### src/rtl/fetch_unit.sv
// Multi-cycle RV32I fetch stage: one instruction in flight over an imem req/ack handshake,
// presenting instr/pc to decode and taking the next-PC decision back when decode consumes it.
module fetch_unit #(
  parameter logic [31:0] RESET_PC = 32'h0000_0000
) (
  input  logic        i_clk,
  input  logic        i_rst,
  input  logic        i_pc_sel,
  input  logic [31:0] i_alu_data,
  input  logic        i_dec_rdy,
  output logic [31:0] o_instr,
  output logic [31:0] o_pc,
  output logic [31:0] o_pc_four,
  output logic        o_instr_vld,
  output logic        o_imem_req,
  output logic [31:0] o_imem_addr,
  input  logic        i_imem_ack,
  input  logic [31:0] i_imem_rdata,
  output logic        o_misalign,
  output logic [31:0] o_insn_cnt
);

  typedef enum logic [1:0] {StFetch, StValid, StHalt} state_e;

  state_e      state_q;
  logic [31:0] pc_q;
  logic [31:0] instr_q;
  logic [31:0] pc_out_q;
  logic [31:0] cnt_q;
  logic        misalign_q;

  logic        transfer;
  logic        consume;
  logic        bad_target;
  logic [31:0] next_pc;

  // Request is gated by reset so a pending fetch is abandoned in the reset cycle itself.
  assign o_imem_req  = (state_q == StFetch) && !i_rst;
  assign o_imem_addr = i_rst ? RESET_PC : pc_q;

  assign transfer   = o_imem_req && i_imem_ack;
  assign consume    = (state_q == StValid) && i_dec_rdy;
  // Bit 0 is dropped as JALR does; only bit 1 makes a target unreachable.
  assign bad_target = i_pc_sel && i_alu_data[1];
  assign next_pc    = i_pc_sel ? (i_alu_data & 32'hFFFF_FFFE) : (pc_out_q + 32'd4);

  always_ff @(posedge i_clk) begin
    if (i_rst) begin
      state_q    <= StFetch;
      pc_q       <= RESET_PC;
      instr_q    <= 32'h0000_0013;
      pc_out_q   <= RESET_PC;
      cnt_q      <= 32'd0;
      misalign_q <= 1'b0;
    end else begin
      unique case (state_q)
        StFetch: begin
          if (transfer) begin
            instr_q  <= i_imem_rdata;
            pc_out_q <= pc_q;
            state_q  <= StValid;
          end
        end
        StValid: begin
          if (consume) begin
            cnt_q <= cnt_q + 32'd1;
            if (bad_target) begin
              misalign_q <= 1'b1;
              state_q    <= StHalt;
            end else begin
              pc_q    <= next_pc;
              state_q <= StFetch;
            end
          end
        end
        StHalt: ;
        default: state_q <= StFetch;
      endcase
    end
  end

  assign o_instr     = instr_q;
  assign o_pc        = pc_out_q;
  assign o_pc_four   = pc_out_q + 32'd4;
  assign o_instr_vld = (state_q == StValid);
  assign o_misalign  = misalign_q;
  assign o_insn_cnt  = cnt_q;

endmodule

### config.mk
export PLATFORM = sky130hd
export DESIGN_NAME = fetch_unit
export DESIGN_NICKNAME = d
export VERILOG_FILES = /design/src/rtl/fetch_unit.sv
export SDC_FILE = /design/constraint.sdc
export NUM_CORES = 1
export LEC_CHECK = 0
export ABC_CLOCK_PERIOD_IN_PS = 2480
export CORE_MARGIN = 2
export CORE_UTILIZATION = 44
export CTS_CLUSTER_DIAMETER = 150
export DETAILED_ROUTE_END_ITERATION = 10
export GPL_TIMING_DRIVEN = 0
export PLACE_DENSITY_LB_ADDON = 0.3
export SLEW_MARGIN = 20
export SYNTH_ARGS = -nofsm -noshare
export SYNTH_HDL_FRONTEND = slang
export SYNTH_SLANG_ARGS = --single-unit
export TNS_END_PERCENT = 10
### constraint.sdc
create_clock -name i_clk -period 2.48 [get_ports i_clk]
set_input_delay 0.248 -clock i_clk [delete_from_list [all_inputs] [get_ports i_clk]]
set_output_delay 0.248 -clock i_clk [all_outputs]
set_load 0.03 [all_outputs]
## Word-level counts from Yosys, hierarchy flattened

Cells that the tools add are included.

- Logic and storage cells: 31
- Bits in registers: 131
- Bits in writable memories: 0
- Latch bits: 0
- Memories kept: 0
- ROM bits: 0
- Output and inout bits: 163
- Input bits: 69

- Divide/modulo/power cells: 0
- Multiplexer cells: 6
- $lt $le $gt $ge: 0
- Reduce and logical (&&, ||, !) cells: 11
- Bitwise logic cells: 2
- Multipliers: 0
- Equal/unequal tests: 4
- Add/subtract/negate cells: 2
- Shifts and indexed selects: 0

Operators with widths:

| operator | count |
|---|---|
| two-way mux 32 bit | 2 |
| adder 32 x 1 -> 32 bit, second input constant | 1 |
| adder 32 x 3 -> 32 bit, second input constant | 1 |
| AND reduction 3 bit | 3 |
| two-way mux 2 bit | 3 |
| one-hot mux 2 bit (3 select lines) | 1 |
| logical AND 1 bit | 4 |
| AND reduction 2 bit | 2 |
| == test 2 x 1 -> 1 bit, second input constant | 1 |
| == test 2 bit, second input constant | 1 |
| logical NOT 2 bit | 1 |
| inequality test 2 x 1 -> 1 bit, second input constant | 1 |
| inequality test 2 bit, second input constant | 1 |
| NOT 1 bit | 2 |
| logical NOT 1 bit | 1 |

## Depth between registers and ports, before layout

- Depth after elaboration: 5
- Depth in mapped cells: 7
- Mapped depth without buffers: 6

## Worst setup path after synthesis

Ideal clock, no wire load.

- Path type: register -> register
- From: reg pc_out_q[2], in the netlist o_pc[2]
- To: reg pc_q[20]
- Data arrival time: 2.274 ns
- Path slack: 0.145 ns
- Data required time: 2.419 ns
- Stages on the path, launching flop included: 7
- Setup time: 0.061 ns
- Buffers on the path: 0
- Cell sequence: dfxtp_1 ha_1 nand2_1 nor3_4 nand4_1 xnor2_1 a221o_1

- Longest elaborated chain between the ends: 2

RTL lines:

| what | line | source |
|---|---|---|
| start, declared | 28 | `logic [31:0] pc_out_q;` |
| start signal, assigned | 60 | `pc_out_q <= pc_q;` |
| adder 32 x 3 -> 32 bit | -- |  |
| net o_pc_four[20] | 13 | `output logic [31:0] o_pc_four,` |
| two-way mux 32 bit | 45 | `assign next_pc = i_pc_sel ? (i_alu_data & 32'hFFFF_FFFE) : (pc_out_q + 32'd4);` |
| end signal, assigned | 71 | `pc_q <= next_pc;` |
| end, declared | 26 | `logic [31:0] pc_q;` |

The timed path passes the listed nets, and every way through them passes these cells.
A chain may end at the register's enable or synchronous reset.

## Final worst setup path

- From: in i_rst
- To: out o_imem_addr[11]

- Longest elaborated chain between the ends: 1

RTL lines:

| what | line | source |
|---|---|---|
| start, declared | 7 | `input logic i_rst,` |
| two-way mux 32 bit | 39 | `assign o_imem_addr = i_rst ? RESET_PC : pc_q;` |
| end, declared | 16 | `output logic [31:0] o_imem_addr,` |

No other way between the ends.

==> flow_summary.json <==
{
  "status": "complete, no violations",
  "cts_sinks": 131,
  "worstSkewPairLatency_ns": 0.42,
  "ios": 232,
  "synthAdderAreaFrac_pct": 0.4257,
  "powerDensity_nw_per_um2": 585.1,
  "io_buffer_count": 229,
  "fmax_mhz": 408.8,
  "cts_made_buffers": 17,
  "gp_congestion": 0.9291,
  "syn_nets": 799,
  "die_w_microns": 119.6,
  "synth_top_area_share_pct": 44.61,
  "skew_ns": 0.004569,
  "h-tree-depth": 4,
  "core_sq_um": 13140,
  "crit_required_ns": 2.23,
  "routed_wl_microns": 19100,
  "period_minus_slack_ns": 2.446,
  "synth.distinct_cells": 43,
  "drtAntennaViolNets": 0,
  "min_path_type": "input pin to flip-flop",
  "synth_mux_area_share_pct": 0.5109,
  "seq_area_frac_synth_pct": 44.61,
  "path_clk_slew_ns": 0.05,
  "wl_per_cell_microns": 16.30,
  "std_cell_rows": 42,
  "synth_edf_count": 0,
  "ir_drop_mv": 0.4011,
  "arrival_ns": 2.20,
  "grt_overflow": 0,
  "final_area_sq_um": 9171,
  "synthArstFlopShare_pct": 0,
  "drive_gt1_share_pct": 10.04,
  "n_antenna_cell": 0,
  "nets": 1055,
  "drc_errors": 0,
  "setup_viol": 0,
  "tritoncts": "built",
  "synthSimpleGateAreaFrac_pct": 30.31,
  "syn2layout_area_growth_pct": 56.02,
  "antenna_found_initial": 0,
  "grt_pass1_wl_microns": 29360,
  "holdBufCountCts": 0,
  "crit_type": "input pin to primary output",
  "ys_ff_latch": 131,
  "synth_area_per_cell_sq_um": 8.074,
  "crit_path_end_kind": "primary output",
  "syn_area_sq_um": 5878,
  "slew_viol_final": 0,
  "cts_root_buffer": "clkbuf_16",
  "fin_cells": 1172,
  "grt_pass1_vias": 5677,
  "netlist_instances": 728,
  "path_max_fanout": 19,
  "hpwl_microns": 13630,
  "first_iter_violations": 503,
  "dieArea_sq_um": 14300,
  "num_vias": 6163,
  "clockBufferDepth": 2,
  "cap_violations": 0,
  "start_util_pct": 44.74,
  "placedInstanceArea_sq_um": 8391,
  "power_leakage_nw": 3.490,
  "holdWs_ns": 0.3743,
  "ys.flop_type": "dfxtp_1",
  "yosys_warnings": 0,
  "yosys.area.top_type": "dfxtp_1",
  "post-place-cells": 1133,
  "via_per_inst": 5.259,
  "dr.pass1.iters": 5,
  "grt_max_degree": 20,
  "rsz0062_at_grt": "yes",
  "crit_path_start_kind": "input pin",
  "synth_compound_area_share_pct": 12.20,
  "max_slew_margin_pct": 48.70,
  "grt_usage_pct": 26.16,
  "period_share_pct": 98.64,
  "hold_viol": 0,
  "synth.top_cells.by_area": "dfxtp_1 45%, nand2_1 11%, a21oi_1 6.6%",
  "synth_xor_area_share_pct": 8.195,
  "worst_slew_pin_slew_ns": 0.7636,
  "fp.dieH_microns": 119.6,
  "nFillCells": 1062,
  "synth_top_family_by_area": "simple AND/OR/NAND/NOR gates"
}
## path summary, 6_finish.rpt
kind / endpoint / slack [ns] / cells past startpoint / start
worst max register to register: pc_q[5] / 0.20 / 6 / state_q[1]
worst min-delay path: o_instr[18] / 0.37 / 3 / i_imem_rdata[18]
worst min register to register: o_pc[22] / 0.45 / 2 / pc_q[22]
worst max-delay path: o_imem_addr[11] / 0.03 / 5 / i_rst
## state kept, by name (all words and copies together) (netlist names)
| register | count |
|---|---|
| o_pc | 32 |
| pc_q | 32 |
| o_insn_cnt | 32 |
| o_instr | 32 |
| o_misalign | 1 |
| state_q | 2 |
## worst max-delay path, stage by stage
cell	delay (ns)
clkdlybuf4s50_1	0.46
clkbuf_4	0.26
clkbuf_2	0.27
nor2b_1	0.25
clkdlybuf4s50_1	0.71
## repair_timing
action | 4_1_cts | 5_1_grt
endpoints found under the setup margin | 43 | 25
resized for setup | 92 | 43
buffers inserted | 8 | 2
pin swaps | 4 | 4
## area by class of cell
type                            count  area [sq um]  share of cell area, %
Tap cell                          176         220.2                  2.401
Multi-Input combinational cell    545          3138                  34.22
Clock inverter                     10         155.1                  1.692
Inverter                            6         22.52                 0.2456
Sequential cell                   131          2641                  28.80
Buffer                             44         196.4                  2.142
Timing Repair Buffer              239          2327                  25.38
Clock buffer                       21         470.5                  5.130
## power by group
group          switching, mW  internal, mW  total [mW]
Sequential            0.0313          2.15        2.18
Combinational          0.307         0.233       0.540
Clock                  0.895          1.75        2.64
## metal layers
| layer | up-vias | GRT usage [%] | part of all wire (%) |
|---|---|---|---|
| li1 | 2987 | - | - |
| met1 | 2879 | 32.61 | 42 |
| met2 | 252 | 43.25 | 48 |
| met3 | 45 | 6.939 | 7.7 |
| met4 | 0 | 10.15 | 2.6 |
| met5 | - | 0 | 0 |
## cell usage in the layout (no fill, tap or decap), types with 10 or more instances in the layout
master and n:
nor2b_1 35, nand2b_1 10, clkdlybuf4s50_1 204, xnor2_1 18, a221o_1 10, a21oi_1 78
nand2_1 171, nor2_1 43, nand3_1 23, xor2_1 29, dfxtp_1 120, clkbuf_1 25
buf_2 12, clkbuf_16 17, and3_1 22, nand4_1 25, buf_4 13
## logic make-up after synthesis
| logic type | count (synthesis) |
|---|---|
| and+or+nand+nor | 365 |
| buffers and inverters | 52 |
| AOI/OAI and AO/OA | 120 |
| xor gates and xnor gates | 55 |
| adders and majority gates | 2 |
| DFF | 131 |
| muxes | 3 |
## per-stage QoR
stage | utilization (%) | setup TNS, ns | power [mW] | setup slack [ns]
6_report | 69.81 | 0 | 5.366 | 0.03371
5_1_grt | 69.81 | -0.2235 | 5.533 | -0.06459
4_1_cts | 69.35 | -0.2946 | 5.391 | -0.1292
3_5_place_dp | 63.87 | -25.75 | 2.766 | -0.4677
3_3_place_gp | 63.87 | -25.46 | 2.762 | -0.4632
2_1_floorplan | - | 0 | 2.493 | 0.1450
## synth_stat cells (4+ instances only)
| library cell | count |
|---|---|
| dfxtp_1 | 131 |
| nand3_1 | 23 |
| nor2_1 | 45 |
| nor2b_1 | 35 |
| nand4_1 | 25 |
| xnor2_1 | 26 |
| xor2_1 | 29 |
| a21oi_1 | 78 |
| buf_2 | 5 |
| buf_1 | 10 |
| and3_1 | 22 |
| nand2_1 | 172 |
| clkbuf_1 | 27 |
| nor4_1 | 4 |
| nand2b_1 | 10 |
| o211ai_1 | 9 |
| o21ai_0 | 7 |
| o31ai_1 | 4 |
| nor3_1 | 8 |
| inv_1 | 6 |
| a221o_1 | 10 |
No activity file was read; power rests on OpenSTA's default activity.
==> patch 1: new RTL, config.mk and constraints unchanged <==
Make the reset (`i_rst`) asynchronous in one clocked block.
--- a/src/rtl/fetch_unit.sv
+++ b/src/rtl/fetch_unit.sv
@@ -44,7 +44,7 @@
   assign bad_target = i_pc_sel && i_alu_data[1];
   assign next_pc    = i_pc_sel ? (i_alu_data & 32'hFFFF_FFFE) : (pc_out_q + 32'd4);
 
-  always_ff @(posedge i_clk) begin
+  always_ff @(posedge i_clk or posedge i_rst) begin
     if (i_rst) begin
       state_q    <= StFetch;
       pc_q       <= RESET_PC;
Check against the original RTL: differs if i_rst is asserted again (counterexample within 4 cycles, from zero or initial values and one cycle with i_rst high); with i_rst held inactive, the same outputs for 4 cycles.
==> patch 1 against the unedited design <==
The run now ends with negative setup slack left; non-clock buffer count is 4 higher; worst setup slack lost 0.040 ns; synthesized cell count shrank 22%; final cell count is 12% lower; core utilization rose by 0.96 points; synthesized area increased by 8.0%; fmax shrank 1.6%; cell area increased by 7.9%; wire length rose by 5.1%; critical path depth is 1 lower; sequential cell count unchanged; largest cell class is now registers.
Power is not compared: it rests on default switching activity, and its combinational part moved more than twofold at a synthesized area within 25%.
==> patch 1: results (changes against the unedited design) <==
cells taking the most area after synthesis=dfrtp_1 50%, mux2_2 10%, xnor2_1 4.1% (was dfxtp_1 45%, nand2_1 11%, a21oi_1 6.6%); Net Count, Synth=636 (was 799); cell count after placement=979 (was 1133); register area share after synthesis=0.517 (was 0.446); final WL=20100 um (was 19100 um); RD Place Congestion=0.827 (was 0.929); GRT Resource Usage Total=0.259 (was 0.262); status=finished with violations (was finished clean); Final nets=911 (was 1055); DRT Pass-1 Iters=5 (unchanged); initial antenna violation count=0 (unchanged); Layout Skew=0.00901 ns (was 0.00457 ns); DRC=0 (unchanged); Num CTS Buffers=17 (unchanged); worst hold path class=primary input to flip-flop (unchanged); H-tree levels=4 (unchanged); Slew Limit Headroom=0.517 (was 0.487); Root Driver=clkbuf_16 (unchanged); endpoints failing setup=1 (was 0); I/O Buffers=230 (was 229); worst-path maximum fanout=10 (was 19); met1 wire length=7840 um (was 7930 um); Synth Area per Inst=11.2 um^2 (was 8.07 um^2); Pleak=about 4.3 nW; vias=5619 (was 6163); Synth Warn #=0 (unchanged); worst setup margin=-0.00621 ns (was 0.0337 ns); failing checks=negative setup slack; synth cell count leaders=128 x dfrtp_1, 59 x mux2_2, 56 x nand2_1, 32 x nor2b_1, 30 x xnor2_1 (was 172 x nand2_1, 131 x dfxtp_1, 78 x a21oi_1, 45 x nor2_1, 35 x nor2b_1); Synth async-reset ratio=1.00 (was 0); Clock Path Buffers=2 (unchanged); vias in the first global route=5656 (was 5677); DRT iter0 DRCs=346 (was 503); Peak VDD IR=between 800 and 900 uV; CTS clk-pin slew, worst paths=0.05 ns (about the same); reg-to-reg setup timing slack=~0.21 ns; wire length of the first global-routing pass=29700 um (was 29400 um); Diodes inserted=0 (unchanged); hold_ws=0.446 ns (was 0.374 ns); share of layout cells above drive strength 1=0.228 (was 0.100); Detail Route met2 WL=9840 um (was 9210 um); synth unique cells=55 (was 43); post-DP HPWL=14300 um (was 13600 um); Most used DFF post-synth=dfrtp_1 (was dfxtp_1); met3 WL post-DR=1800 um (was 1470 um); largest net degree at the start of global routing=36 (was 20); Vias/cell=5.44 (was 5.26); max layer used=met4 (unchanged); clock latency on the worst-skew pair=0.42 ns (about the same)
==> patch 1: kinds of logic (layout without fill, tap and decap cells) <==
| kind of cell | after synthesis | in the layout | share of synthesized area |
|---|---|---|---|
| buf+inv | 40 | 327 | 0.0298 |
| compound gates | 60 | 60 | 0.0631 |
| fa+ha+maj | 2 | 2 | 0.00394 |
| simple gates | 216 | 216 | 0.201 |
| xor+xnor | 50 | 50 | 0.0690 |
| flops | 131 | 131 | 0.517 |
| mux | 66 | 66 | 0.116 |
==> patch 1: per-layer routing <==
metal  up-vias  track usage
li1       2550            -
met1      2726        0.318
met2       299        0.423
met3        44       0.0687
met4         0        0.126
met5         -            0
==> patch 1: worst paths after layout <==
kind                              endpoint        startpoint  depth (start not counted)
max                        o_imem_addr[13]             i_rst                          4
min                            o_instr[31]  i_imem_rdata[31]                          2
max reg2reg                        o_pc[0]        state_q[0]                          6
min reg2reg                 o_insn_cnt[31]    o_insn_cnt[31]                          1
max in group asynchronous   o_insn_cnt[19]             i_rst                          5
min in group asynchronous         o_pc[24]             i_rst                          3
==> patch 1: metrics by stage <==
step | cell area (um^2) | TNS [ns] | util | total power [mW] | setup slack, ns
global route | 9900 | -0.733 | 0.708 | 12.1 | -0.0712
finish | 9900 | -0.00621 | 0.708 | 11.6 | -0.00621
floorplan | 6350 | 0 | - | 6.51 | 0.00766
CTS | 9740 | -1.53 | 0.697 | 11.5 | -0.184
global placement | 8880 | -164.27 | 0.635 | 8.73 | -1.16
detailed placement | 8970 | -13.82 | 0.642 | 8.86 | -0.555
==> patch 1: repair_timing <==
action                                  in CTS  in global routing
endpoints found under the setup margin      32                 31
setup buffers                               11                 11
cloned                                       1                  1
pin swaps                                    8                 11
gates resized for setup                    119                 49
==> patch 1: area by class of cell <==
class / count / area, um^2
Fill cell: 1046 / 4090
Sequential cell: 131 / 3300
Multi-Input combinational cell: 394 / 3000
Timing Repair Buffer: 258 / 2580
Clock buffer: 20 / 447
Tap cell: 180 / 225
Clock inverter: 11 / 160
Buffer: 29 / 155
Inverter: 9 / 37.5
==> patch 1: power breakdown <==
part	switching [mW]	leakage, nW	internal (mW)
combinational	2.99	2.35	2.36
clock	0.900	0.295	1.69
sequential	0.789	1.64	2.88
==> patch 1: critical path, cell delays in order <==
cell	delay (ns)
clkdlybuf4s50_1	0.70
clkbuf_1	0.52
nor2b_1	0.14
clkdlybuf4s50_1	0.62
==> patch 2: new RTL, same flow settings <==
Made on the original files. The 3 states of `state_e` get a one-hot encoding in 3 bits.
--- a/src/rtl/fetch_unit.sv
+++ b/src/rtl/fetch_unit.sv
@@ -20,7 +20,7 @@
   output logic [31:0] o_insn_cnt
 );
 
-  typedef enum logic [1:0] {StFetch, StValid, StHalt} state_e;
+  typedef enum logic [2:0] {StFetch = 3'b001, StValid = 3'b010, StHalt = 3'b100} state_e;
 
   state_e      state_q;
   logic [31:0] pc_q;
Check against the original RTL: same outputs for any inputs over 4 cycles, from zero or initial values and one cycle with i_rst high; so few cycles prove little.
==> patch 2 against the unedited design <==
Wire length is 9.6% higher; register-to-register slack better by 0.08 ns; critical path type is now flip-flop to output port; critical path depth is 1 higher; sequential cell count is 1 higher; largest power group unchanged; non-clock buffer count is 3 higher; largest cell class unchanged; power is 2.1% lower; cell area is 2.9% higher; worst setup slack worse by 0.027 ns; synthesized area is 5.2% higher.
==> patch 2: results (changes against the unedited design) <==
Num CTS Buffers=17 (unchanged); Synth Warn #=0 (unchanged); DRT iter0 DRCs=535 (was 503); H-tree levels=4 (unchanged); post-DP HPWL=15200 um (was 13600 um); I/O Buffers=230 (was 229); Diodes inserted=0 (unchanged); endpoints failing hold=0 (unchanged); WS Path Type=flip-flop to output port (was primary input to output port); FF-to-FF path depth=7 (was 6); Worst EP arrival=2.23 ns (was 2.20 ns); GRT Resource Usage Total=0.278 (was 0.262); Synth async-reset ratio=0 (unchanged); DRT Pass-1 Iters=5 (unchanged); register area share after synthesis=0.427 (was 0.446); Root Driver=clkbuf_16 (unchanged); RD Place Congestion=0.923 (was 0.929); vias in the first global route=6058 (was 5677); wire length of the first global-routing pass=31800 um (was 29400 um); Net Count, Synth=827 (was 799); reg-to-reg setup timing slack=0.28 ns (was 0.20 ns); synth cell count leaders=172 x nand2_1, 132 x dfxtp_1, 58 x nand3b_1, 42 x nor2_1, 35 x clkbuf_1 (was 172 x nand2_1, 131 x dfxtp_1, 78 x a21oi_1, 45 x nor2_1, 35 x nor2b_1); Synth top area share=0.427 (was 0.446); Peak VDD IR=440 uV (was 401 uV); Slew @ Worst Pin=0.754 ns (was 0.764 ns); worst-path maximum fanout=9 (was 19); worst hold path class=primary input to flip-flop (unchanged); cells taking the most area after synthesis=dfxtp_1 43%, nand2_1 10%, nand3b_1 7.0% (was dfxtp_1 45%, nand2_1 11%, a21oi_1 6.6%); DR WL/cell=17.4 um (was 16.3 um); initial antenna violation count=0 (unchanged); Pleak=3.95 nW (was 3.49 nW); share of layout cells above drive strength 1=0.104 (was 0.100); Clock Path Buffers=2 (unchanged); synth unique cells=48 (was 43); Vias/cell=5.29 (was 5.26); Worst Hold Path Cells=3 (unchanged); largest net degree at the start of global routing=17 (was 20); hold_ws=0.362 ns (was 0.374 ns); Most used DFF post-synth=dfxtp_1 (unchanged); Layout Skew=0.00679 ns (was 0.00457 ns); Final nets=1081 (was 1055); status=finished clean (unchanged); CTS clk-pin slew, worst paths=~0.060 ns; clock latency on the worst-skew pair=0.42 ns (about the same)
## patch 2: metal layers
layer | vias up | track usage | routed length (um)
met3 | 38 | 0.0962 | 1760
met5 | - | 0 | 0
met1 | 2959 | 0.336 | 8600
li1 | 3098 | - | -
met4 | 0 | 0.106 | 554
met2 | 274 | 0.456 | 10000
## patch 2: power by group
group / total [mW] / switching (mW) / internal, mW
clock network: 2.53 / 0.912 / 1.62
logic: 0.527 / 0.293 / 0.235
registers: 2.20 / 0.0311 / 2.17
total: 5.25 / 1.24 / 4.02
## patch 2: critical path, cell delays in order, from the launching register on
cell,delay (ns)
dfxtp_4,0.40
nand4_4,0.19
nor4_4,0.31
buf_6,0.18
nand3_1,0.13
xnor2_2,0.25
clkdlybuf4s15_2,0.34
## patch 2: timing repair
item / in CTS / in global routing
pin swaps: 4 / 4
setup endpoints to repair: 51 / 20
resized for setup: 119 / 26
buffers inserted: 4 / 1
## patch 2: cell families (layout without fill, tap and decap cells)
logic type                 Yosys count  count (layout)  share of synthesized area
AOI/OAI and AO/OA                   72              72                     0.0757
xor gates and xnor gates            53              53                     0.0751
adders and majority gates            2               2                    0.00405
buffers and inverters               59             326                     0.0405
DFF                                132             132                      0.427
muxes                                4               4                    0.00648
and+or+nand+nor                    434             434                      0.371
## patch 2: area by class of cell
class / instances / area, um^2
Tap cell: 180 / 225
Clock buffer: 21 / 460
Inverter: 8 / 30.0
Fill cell: 1184 / 4390
Timing Repair Buffer: 235 / 2280
Sequential cell: 132 / 2670
Buffer: 51 / 230
Clock inverter: 11 / 133
Multi-Input combinational cell: 565 / 3410
## patch 2: path summary, 6_finish.rpt
check,startpoint,to
max,o_pc[9],o_pc_four[25]
min,i_imem_rdata[30],o_instr[30]
max reg2reg,state_q[0],pc_q[27]
min reg2reg,pc_q[6],o_pc[6]
## patch 2: per-stage QoR
step,cell area (um^2),setup slack [ns],cells,total power [mW]
2_1_floorplan,6180,0.120,756,2.49
3_3_place_gp,8710,-0.448,1166,2.77
3_5_place_dp,8710,-0.476,1166,2.77
4_1_cts,9440,-0.0675,1202,5.28
5_1_grt,9440,-0.114,1203,5.42
6_report,9440,0.00669,1203,5.25
